===== src/rtl/dut_cmd_responder.sv =====
// dut_cmd_responder
//   Command-driven responder around a 256x8 memory. A command is taken on the
//   IDLE cycle where DUT_ctr_en is high. It then runs DECODE -> EXEC -> DONE,
//   or DECODE -> CLEAR (256 cycles) -> DONE for command 0x04.
//
// Ports
//   CLK                 system clock
//   RESET               synchronous active-high reset
//   DUT_ctr_rst         synchronous active-high soft reset (DUT_dout held)
//   DUT_ctr_en          command strobe, honoured only in IDLE
//   DUT_ctr_cmd[7:0]    command code: 00 NOP, 01 WRITE, 02 READ, 04 CLEAR
//   DUT_ctr_in_process  busy flag, high outside IDLE
//   DUT_din[7:0]        write data
//   DUT_dout[7:0]       read data, held until the next READ or RESET
//   DUT_row_addr[7:0]   base address
//   DUT_col_addr[3:0]   offset high nibble
//   DUT_sub_addr[3:0]   offset low nibble
//   DUT_sram_mode       0 = direct, 1 = auto-increment pointer
//   DUT_tid_index[7:0]  ID-table index
//   DUT_tid_data[31:0]  ID-table word, registered (1-cycle latency)
//
// Build option
//   DUT_RESP_TID_EN  defined: ID table plus cmd/busy-error/bad-cmd counters.
//                    undefined: DUT_tid_data is constant 0, no counters.
//
// state  | meaning
// IDLE   | waiting for DUT_ctr_en
// DECODE | latched command being classified
// EXEC   | single memory access (WRITE/READ) or no-op
// CLEAR  | zeroing addresses 0..255, one per cycle
// DONE   | pointer update, return to IDLE

module dut_cmd_responder (
  input  logic        CLK,
  input  logic        RESET,
  input  logic        DUT_ctr_rst,
  input  logic        DUT_ctr_en,
  input  logic [7:0]  DUT_ctr_cmd,
  output logic        DUT_ctr_in_process,
  input  logic [7:0]  DUT_din,
  output logic [7:0]  DUT_dout,
  input  logic [7:0]  DUT_row_addr,
  input  logic [3:0]  DUT_col_addr,
  input  logic [3:0]  DUT_sub_addr,
  input  logic        DUT_sram_mode,
  input  logic [7:0]  DUT_tid_index,
  output logic [31:0] DUT_tid_data
);

  localparam logic [2:0] S_IDLE   = 3'd0;
  localparam logic [2:0] S_DECODE = 3'd1;
  localparam logic [2:0] S_EXEC   = 3'd2;
  localparam logic [2:0] S_DONE   = 3'd3;
  localparam logic [2:0] S_CLEAR  = 3'd4;

  localparam logic [7:0] CMD_NOP   = 8'h00;
  localparam logic [7:0] CMD_WRITE = 8'h01;
  localparam logic [7:0] CMD_READ  = 8'h02;
  localparam logic [7:0] CMD_CLEAR = 8'h04;

  logic [2:0] state;
  logic [7:0] cmd_q;
  logic [7:0] din_q;
  logic [7:0] row_q;
  logic [7:0] off_q;
  logic       mode_q;
  logic [7:0] ptr;
  logic [7:0] clr_cnt;
  logic [7:0] mem [256];

  logic       any_rst;
  logic [7:0] eff_addr;
  logic       mem_we;
  logic [7:0] mem_waddr;
  logic [7:0] mem_wdata;

  assign any_rst            = RESET | DUT_ctr_rst;
  assign DUT_ctr_in_process = (state != S_IDLE);
  // Direct mode ignores the pointer entirely.
  assign eff_addr           = row_q + off_q + (mode_q ? ptr : 8'h00);

  always_comb begin
    mem_we    = 1'b0;
    mem_waddr = eff_addr;
    mem_wdata = din_q;
    if (!any_rst) begin
      if (state == S_EXEC && cmd_q == CMD_WRITE) begin
        mem_we = 1'b1;
      end else if (state == S_CLEAR) begin
        // clr_cnt counts 255 -> 0, so its complement walks addresses 0 -> 255.
        mem_we    = 1'b1;
        mem_waddr = ~clr_cnt;
        mem_wdata = 8'h00;
      end
    end
  end

  // Memory has no reset: contents survive both resets and aborted commands.
  always_ff @(posedge CLK) begin
    if (mem_we) begin
      mem[mem_waddr] <= mem_wdata;
    end
  end

  always_ff @(posedge CLK) begin
    if (any_rst) begin
      state   <= S_IDLE;
      ptr     <= 8'h00;
      clr_cnt <= 8'h00;
      if (RESET) begin
        DUT_dout <= 8'h00;
      end
    end else begin
      case (state)
        S_IDLE: begin
          if (DUT_ctr_en) begin
            cmd_q  <= DUT_ctr_cmd;
            din_q  <= DUT_din;
            row_q  <= DUT_row_addr;
            off_q  <= {DUT_col_addr, DUT_sub_addr};
            mode_q <= DUT_sram_mode;
            state  <= S_DECODE;
          end
        end
        S_DECODE: begin
          if (cmd_q == CMD_CLEAR) begin
            clr_cnt <= 8'hFF;
            state   <= S_CLEAR;
          end else begin
            state <= S_EXEC;
          end
        end
        S_EXEC: begin
          if (cmd_q == CMD_READ) begin
            DUT_dout <= mem[eff_addr];
          end
          state <= S_DONE;
        end
        S_CLEAR: begin
          if (clr_cnt == 8'h00) begin
            state <= S_DONE;
          end else begin
            clr_cnt <= clr_cnt - 8'd1;
          end
        end
        S_DONE: begin
          if (!mode_q) begin
            ptr <= 8'h00;
          end else if (cmd_q == CMD_WRITE || cmd_q == CMD_READ) begin
            ptr <= ptr + 8'd1;
          end
          state <= S_IDLE;
        end
        default: state <= S_IDLE;
      endcase
    end
  end

`ifdef DUT_RESP_TID_EN
  logic [15:0] cmd_cnt;
  logic [15:0] busy_err_cnt;
  logic [7:0]  bad_cmd_cnt;
  logic        cmd_bad;

  assign cmd_bad = !(DUT_ctr_cmd == CMD_NOP || DUT_ctr_cmd == CMD_WRITE ||
                     DUT_ctr_cmd == CMD_READ || DUT_ctr_cmd == CMD_CLEAR);

  always_ff @(posedge CLK) begin
    if (any_rst) begin
      cmd_cnt      <= 16'h0000;
      busy_err_cnt <= 16'h0000;
      bad_cmd_cnt  <= 8'h00;
    end else if (DUT_ctr_en) begin
      if (state == S_IDLE) begin
        cmd_cnt <= cmd_cnt + 16'd1;
        if (cmd_bad && bad_cmd_cnt != 8'hFF) begin
          bad_cmd_cnt <= bad_cmd_cnt + 8'd1;
        end
      end else if (busy_err_cnt != 16'hFFFF) begin
        busy_err_cnt <= busy_err_cnt + 16'd1;
      end
    end
  end

  always_ff @(posedge CLK) begin
    if (any_rst) begin
      DUT_tid_data <= 32'h0000_0000;
    end else begin
      case (DUT_tid_index)
        8'h00:   DUT_tid_data <= 32'h4B48_5553;
        8'h01:   DUT_tid_data <= 32'h0001_0000;
        8'h02:   DUT_tid_data <= {16'h0000, cmd_cnt};
        8'h03:   DUT_tid_data <= {16'h0000, busy_err_cnt};
        8'h04:   DUT_tid_data <= {24'h00_0000, bad_cmd_cnt};
        8'h05:   DUT_tid_data <= {24'h00_0000, ptr};
        default: DUT_tid_data <= 32'h0000_0000;
      endcase
    end
  end
`else
  logic [7:0] unused_tid_index;
  assign unused_tid_index = DUT_tid_index;
  assign DUT_tid_data     = 32'h0000_0000;
`endif

endmodule


===== config.mk =====
export PLATFORM = sky130hd
export DESIGN_NAME = dut_cmd_responder
export DESIGN_NICKNAME = d
export VERILOG_FILES = /design/src/rtl/dut_cmd_responder.sv
export SDC_FILE = /design/constraint.sdc
export NUM_CORES = 2
export LEC_CHECK = 0
export ABC_AREA = 1
export ABC_CLOCK_PERIOD_IN_PS = 5500
export CAP_MARGIN = 40
export CELL_PAD_IN_SITES_DETAIL_PLACEMENT = 1
export CELL_PAD_IN_SITES_GLOBAL_PLACEMENT = 1
export CORE_MARGIN = 1.5
export CORE_UTILIZATION = 31
export DETAILED_ROUTE_END_ITERATION = 8
export PLACE_DENSITY_LB_ADDON = 0.2
export RECOVER_POWER = 50
export SYNTH_ARGS = -nofsm -noshare
export SYNTH_HDL_FRONTEND = slang
export SYNTH_SLANG_ARGS = --single-unit

===== constraint.sdc =====
create_clock -name CLK -period 5.5 [get_ports CLK]
set_clock_uncertainty 0.2 [all_clocks]
set_input_delay 1.1 -clock CLK [delete_from_list [all_inputs] [get_ports CLK]]
set_output_delay 1.1 -clock CLK [all_outputs]
set_load 0.03 [all_outputs]

* After elaboration in Yosys (flattened, before gate mapping)
Memories as Yosys holds them, arrays and structs flattened. Index checks and enable logic that the tools add are counted.
Word-level totals: register bits 60, RAM bits 2048, bits of input ports 45, output and inout bits 41, logic and storage cells 68, memories kept 1
Operators by class: add/subtract/negate cells 4, equal/unequal tests 13, mux-type cells 25, bitwise gates (word level) 3, reduce and logical (&&, ||, !) cells 13
Memories:
- mem | words 256, width 8, read ports 1, clocked after memory_dff 0, write ports 1, RTL line 69 | logic [7:0] mem [256];
Operator list (count):
- 2-to-1 mux 8 bit | 15
- adder 8 bit | 2
- one-hot mux 8 bit (2 select lines) | 1
- one-hot mux 3 bit (4 select lines) | 1
- 2-to-1 mux 3 bit | 3
- AND reduction 3 bit | 3
- adder 8 x 1 -> 8 bit (second input constant) | 1
- == test 8 x 1 -> 1 bit (second input constant) | 1
- == test 8 x 2 -> 1 bit (second input constant) | 1
- == test 8 x 3 -> 1 bit (second input constant) | 1
- logical NOT 8 bit | 1
- != test 2 bit (second input constant) | 4
- inverter 8 bit | 1
- subtractor 8 x 1 -> 8 bit (second input constant) | 1
- == test 3 x 2 -> 1 bit (second input constant) | 2
- nonzero test 2 bit | 3
- 2-to-1 mux 1 bit | 5
- != test 2 x 1 -> 1 bit (second input constant) | 2
- AND reduction 2 bit | 2
- == test 3 x 1 -> 1 bit (second input constant) | 1
- == test 3 bit (second input constant) | 1
- logical NOT 3 bit | 1
- nonzero test 3 bit | 1
- logical AND 1 bit | 1
- other kinds (3) | 3

* Depth between registers and ports, before layout
depth after elaboration 6, mapped depth 20, mapped depth without buffers 17

* Least setup slack after synthesis
OpenSTA, ideal clock, no wires.
kind input-to-reg, start input port DUT_ctr_rst, end memory mem[0][0] (data pin), arrival 4.583 ns, required time 4.528 ns, setup slack -0.055 ns, cell stages on the path 7, buffers on the path 1, path through nor2_2 > inv_2 > nor2_1 > inv_1 > buf_1 > nand2_1 > inv_1
Between the ends: word-level cells in the longest chain between the ends 2
Ends and longest elaborated chain:
- start: declaration | RTL line 36 | input logic DUT_ctr_rst,
- OR 1 bit | RTL line 77 | assign any_rst = RESET | DUT_ctr_rst;
- 2-to-1 mux 8 bit | RTL line 86 | if (!any_rst) begin
- net mem_wdata[0] | RTL line 75 | logic [7:0] mem_wdata;
- end: declaration | RTL line 69
The timed path passes the listed nets, and every way through them passes these cells.

* Final worst setup path
start register mode_q, end memory mem[53][4], enable pin
Between the ends: word-level cells in the longest chain between the ends 5
Ends and longest elaborated chain:
- start: declaration | RTL line 66 | logic mode_q;
- start signal: assignment | RTL line 121 | mode_q <= DUT_sram_mode;
- 2-to-1 mux 8 bit (*) | RTL line 80 | assign eff_addr = row_q + off_q + (mode_q ? ptr : 8'h00);
- adder 8 bit (*) | RTL line 80
- 2-to-1 mux 8 bit | RTL line 89 | end else if (state == S_CLEAR) begin
- 2-to-1 mux 8 bit | RTL line 87 | if (state == S_EXEC && cmd_q == CMD_WRITE) begin
- 2-to-1 mux 8 bit (*) | RTL line 86
Every way passes the cells marked *; elsewhere a longest branch is shown, timed or not.

==> results.toml <==
[sta]
finalHoldViolCount = 0
rsz0062_at_grt = "no"
worst_slew_pin_slew_ps = 3208
max_freq_mhz = 190.1
drv_slew = 1533
hold_slack_ps = 295.0
max_slew_margin = -1.139
tns_ps = 0
setup_violations = 0
period_needed_ps = 5260
final.period_utilization = 0.9563

[logic_synthesis]
synth.cells.most_frequent = "2426 x nand2_1, 2089 x edfxtp_1, 1847 x nand3_1"
ys_seq_area_frac = 0.7312
yosysWarnings = 0
synth_top_cell_area_share = 0.7268
synth-edff-count = 2089
yosys.cell_types.count = 42
async_reset_ff_frac = 0
yosysMostFrequentCell = "nand2_1"
synth.area.top_cells = "edfxtp_1 73%, nand3_1 11%, nand2_1 11%"
netlist_area_um2 = 86310
yosysTopAreaCell = "edfxtp_1"
syn_avg_cell_area_um2 = 11.64
synthFlopType = "edfxtp_1"
syn_inst = 7414
ys_ff_latch = 2108

[power]
p_comb_frac = 0.086
p_clk_frac = 0.417
powerDensity_nw_per_um2 = 353.8
peakVddDrop_uv = 261.5
p_sw_w = 0.008678
swShare = 0.2455
seqPwrFrac = 0.497
p_leak_nw = 34.97
p_int_w = 0.02668

[setup_path]
r2r_start = "mode_q$_DFFE_PP_"
cp-end-kind = "flip-flop"
worstPathArrival_ps = 5630
worstPathMaxFanout = 34
rr_endpoint = "mem[53][4]$_DFFE_PP_"
required_ps = 5870
worst-r2r-cell-count = 13
start_kind = "flip-flop"
crit_type = "flip-flop to flip-flop"
ff2ff_setup_slack_ps = 240

[floorplanning]
core_area_um2 = 276700
die_y_um = 530.7
pin_count = 86
fp-row-count = 193
die_w_um = 530.7
dieArea_um2 = 281600
initial_core_util = 0.3119

[placed_design]
io_buffers = 45
dp_hpwl_um = 161700
place_congestion = 0.8086

[detailed_routing]
wirelength_um = 270700
vias_per_cell = 4.974
vias = 57170
first_pass_iters = 5
postRouteAntennaNets = 0
wire_per_inst_um = 23.56
drc = 0
drt_iter0_drc = 4172

[global_route]
antenna_found_initial = 8
track_usage = 0.1906
grt_max_degree = 162
met1_usage = 0.2635
overflow = 0
grt_use_met2 = 0.3140
grt_pass1_vias = 58930
grt_pass1_wl_um = 400700
grt-busiest-layer = "met2"
use_met3 = 0.02662

[cts]
postCtsResizedCells = 0
numCtsBuffers = 234
root_buffer = "clkbuf_16"
cts_hold_buf = 0
cts_tree = "yes"
post-cts-setup-buffers = 0
clk_latency_ps = 900
cts-htree-levels = 4
cts.path.max_buffers = 4
clock-sinks = 2108
path_clk_slew_ps = 60

[final_layout]
nNetsFinal = 7671
areaGrowthSynthToFinish_pct = 15.77
drive_gt1_frac = 0.09442

[worst_hold_path]
hold_depth = 2
min_to = "ptr[4]$_SDFFE_PP0P_"
hold_class = "flip-flop to flip-flop"
min_from = "ptr[4]$_SDFFE_PP0P_"

[outcome]
violations = "capacitance limit, slew limit"
status = "finished with violations"

[job]
max_cap_viol_count = 25
-- power by group through the flow --
stage | Sequential (W) | Clock, W | Combinational (W)
floorplan | 0.0179 | 0 | 0.00172
global placement | 0.0179 | 0 | 0.00305
detailed placement | 0.0179 | 0 | 0.00309
CTS | 0.0176 | 0.0151 | 0.00310
global route | 0.0176 | 0.0156 | 0.00329
finish | 0.0176 | 0.0147 | 0.00304
-- stage by stage --
step                setup slack [ps]  instances  total power (W)  instance area [µm²]    util
detailed placement             275.6      11080          0.02098                93380  0.3374
finish                         240.4      11490          0.03535                99920  0.3611
global route                   76.48      11490          0.03648                99910  0.3610
floorplan                      965.5       7445          0.01964                86460       -
global placement               266.7      11070          0.02095                93310  0.3372
CTS                            260.8      11490          0.03575               100400  0.3628
-- placed cells by master, fill, tap and decap left out, types with 30 or more instances in the layout --
master,count
nand3_1,1847
clkbuf_1,86
edfxtp_1,2089
clkbuf_16,236
buf_4,311
inv_1,53
clkinv_1,59
clkinv_2,32
buf_12,41
o21ai_0,30
nor2_1,305
dlygate4sd3_1,34
nand2_1,2409
conb_1,32
-- cells by family after synthesis --
| logic type | share of synthesized area |
|---|---|
| flops | 0.7312 |
| other cells | 0.00004345 |
| simple gates | 0.2307 |
| xor+xnor | 0.001783 |
| buf+inv | 0.02806 |
| compound gates | 0.005045 |
| fa+ha+maj | 0.003160 |
-- state kept, by name, summed over array words and instances, names as in the netlist --
name and flops:
DUT_dout 8, mem 2048, row_q 8, state 3, mode_q 1, din_q 8
clr_cnt 8, off_q 8, cmd_q 8, ptr 8
-- worst max-delay path, cell delays in order (launching register included) --
cell	delay [ps]
edfxtp_1	530
nand2_1	130
inv_1	50
fa_1	480
ha_4	190
fa_4	1000
inv_8	170
nand2_1	110
o21ai_0	160
nor2_1	350
nand2_2	600
buf_4	410
nor2_1	270
buf_4	250
-- worst max-delay path by stage --
stage                           from                    end  slack, ps  cells past startpoint
finish              mode_q$_DFFE_PP_   mem[53][4]$_DFFE_PP_        240                     13
global route             DUT_ctr_rst  mem[171][2]$_DFFE_PP_         80                      9
CTS                 mode_q$_DFFE_PP_   mem[53][4]$_DFFE_PP_        260                     13
detailed placement  mode_q$_DFFE_PP_  mem[213][4]$_DFFE_PP_        280                     13
global placement    mode_q$_DFFE_PP_  mem[213][2]$_DFFE_PP_        270                     13
floorplan                DUT_ctr_rst    mem[0][0]$_DFFE_PP_        970                      7
-- per-layer routing --
metal	share of wire	wire, µm
met3	0.046	12410
met2	0.48	128600
met5	0	0
met1	0.45	122600
met4	0.026	7039
-- layout make-up --
class                   count  area, µm²
multi-input cells        4754      21030
repair buffers            441       3826
inverters                  70      305.3
flip-flops and latches   2108      63110
fillers                 29980     176800
well taps                3705       4636
clock buffers             299       6172
clock inverters           112      837.1
diodes                      4      10.01
(Power assumes the default switching activity.)
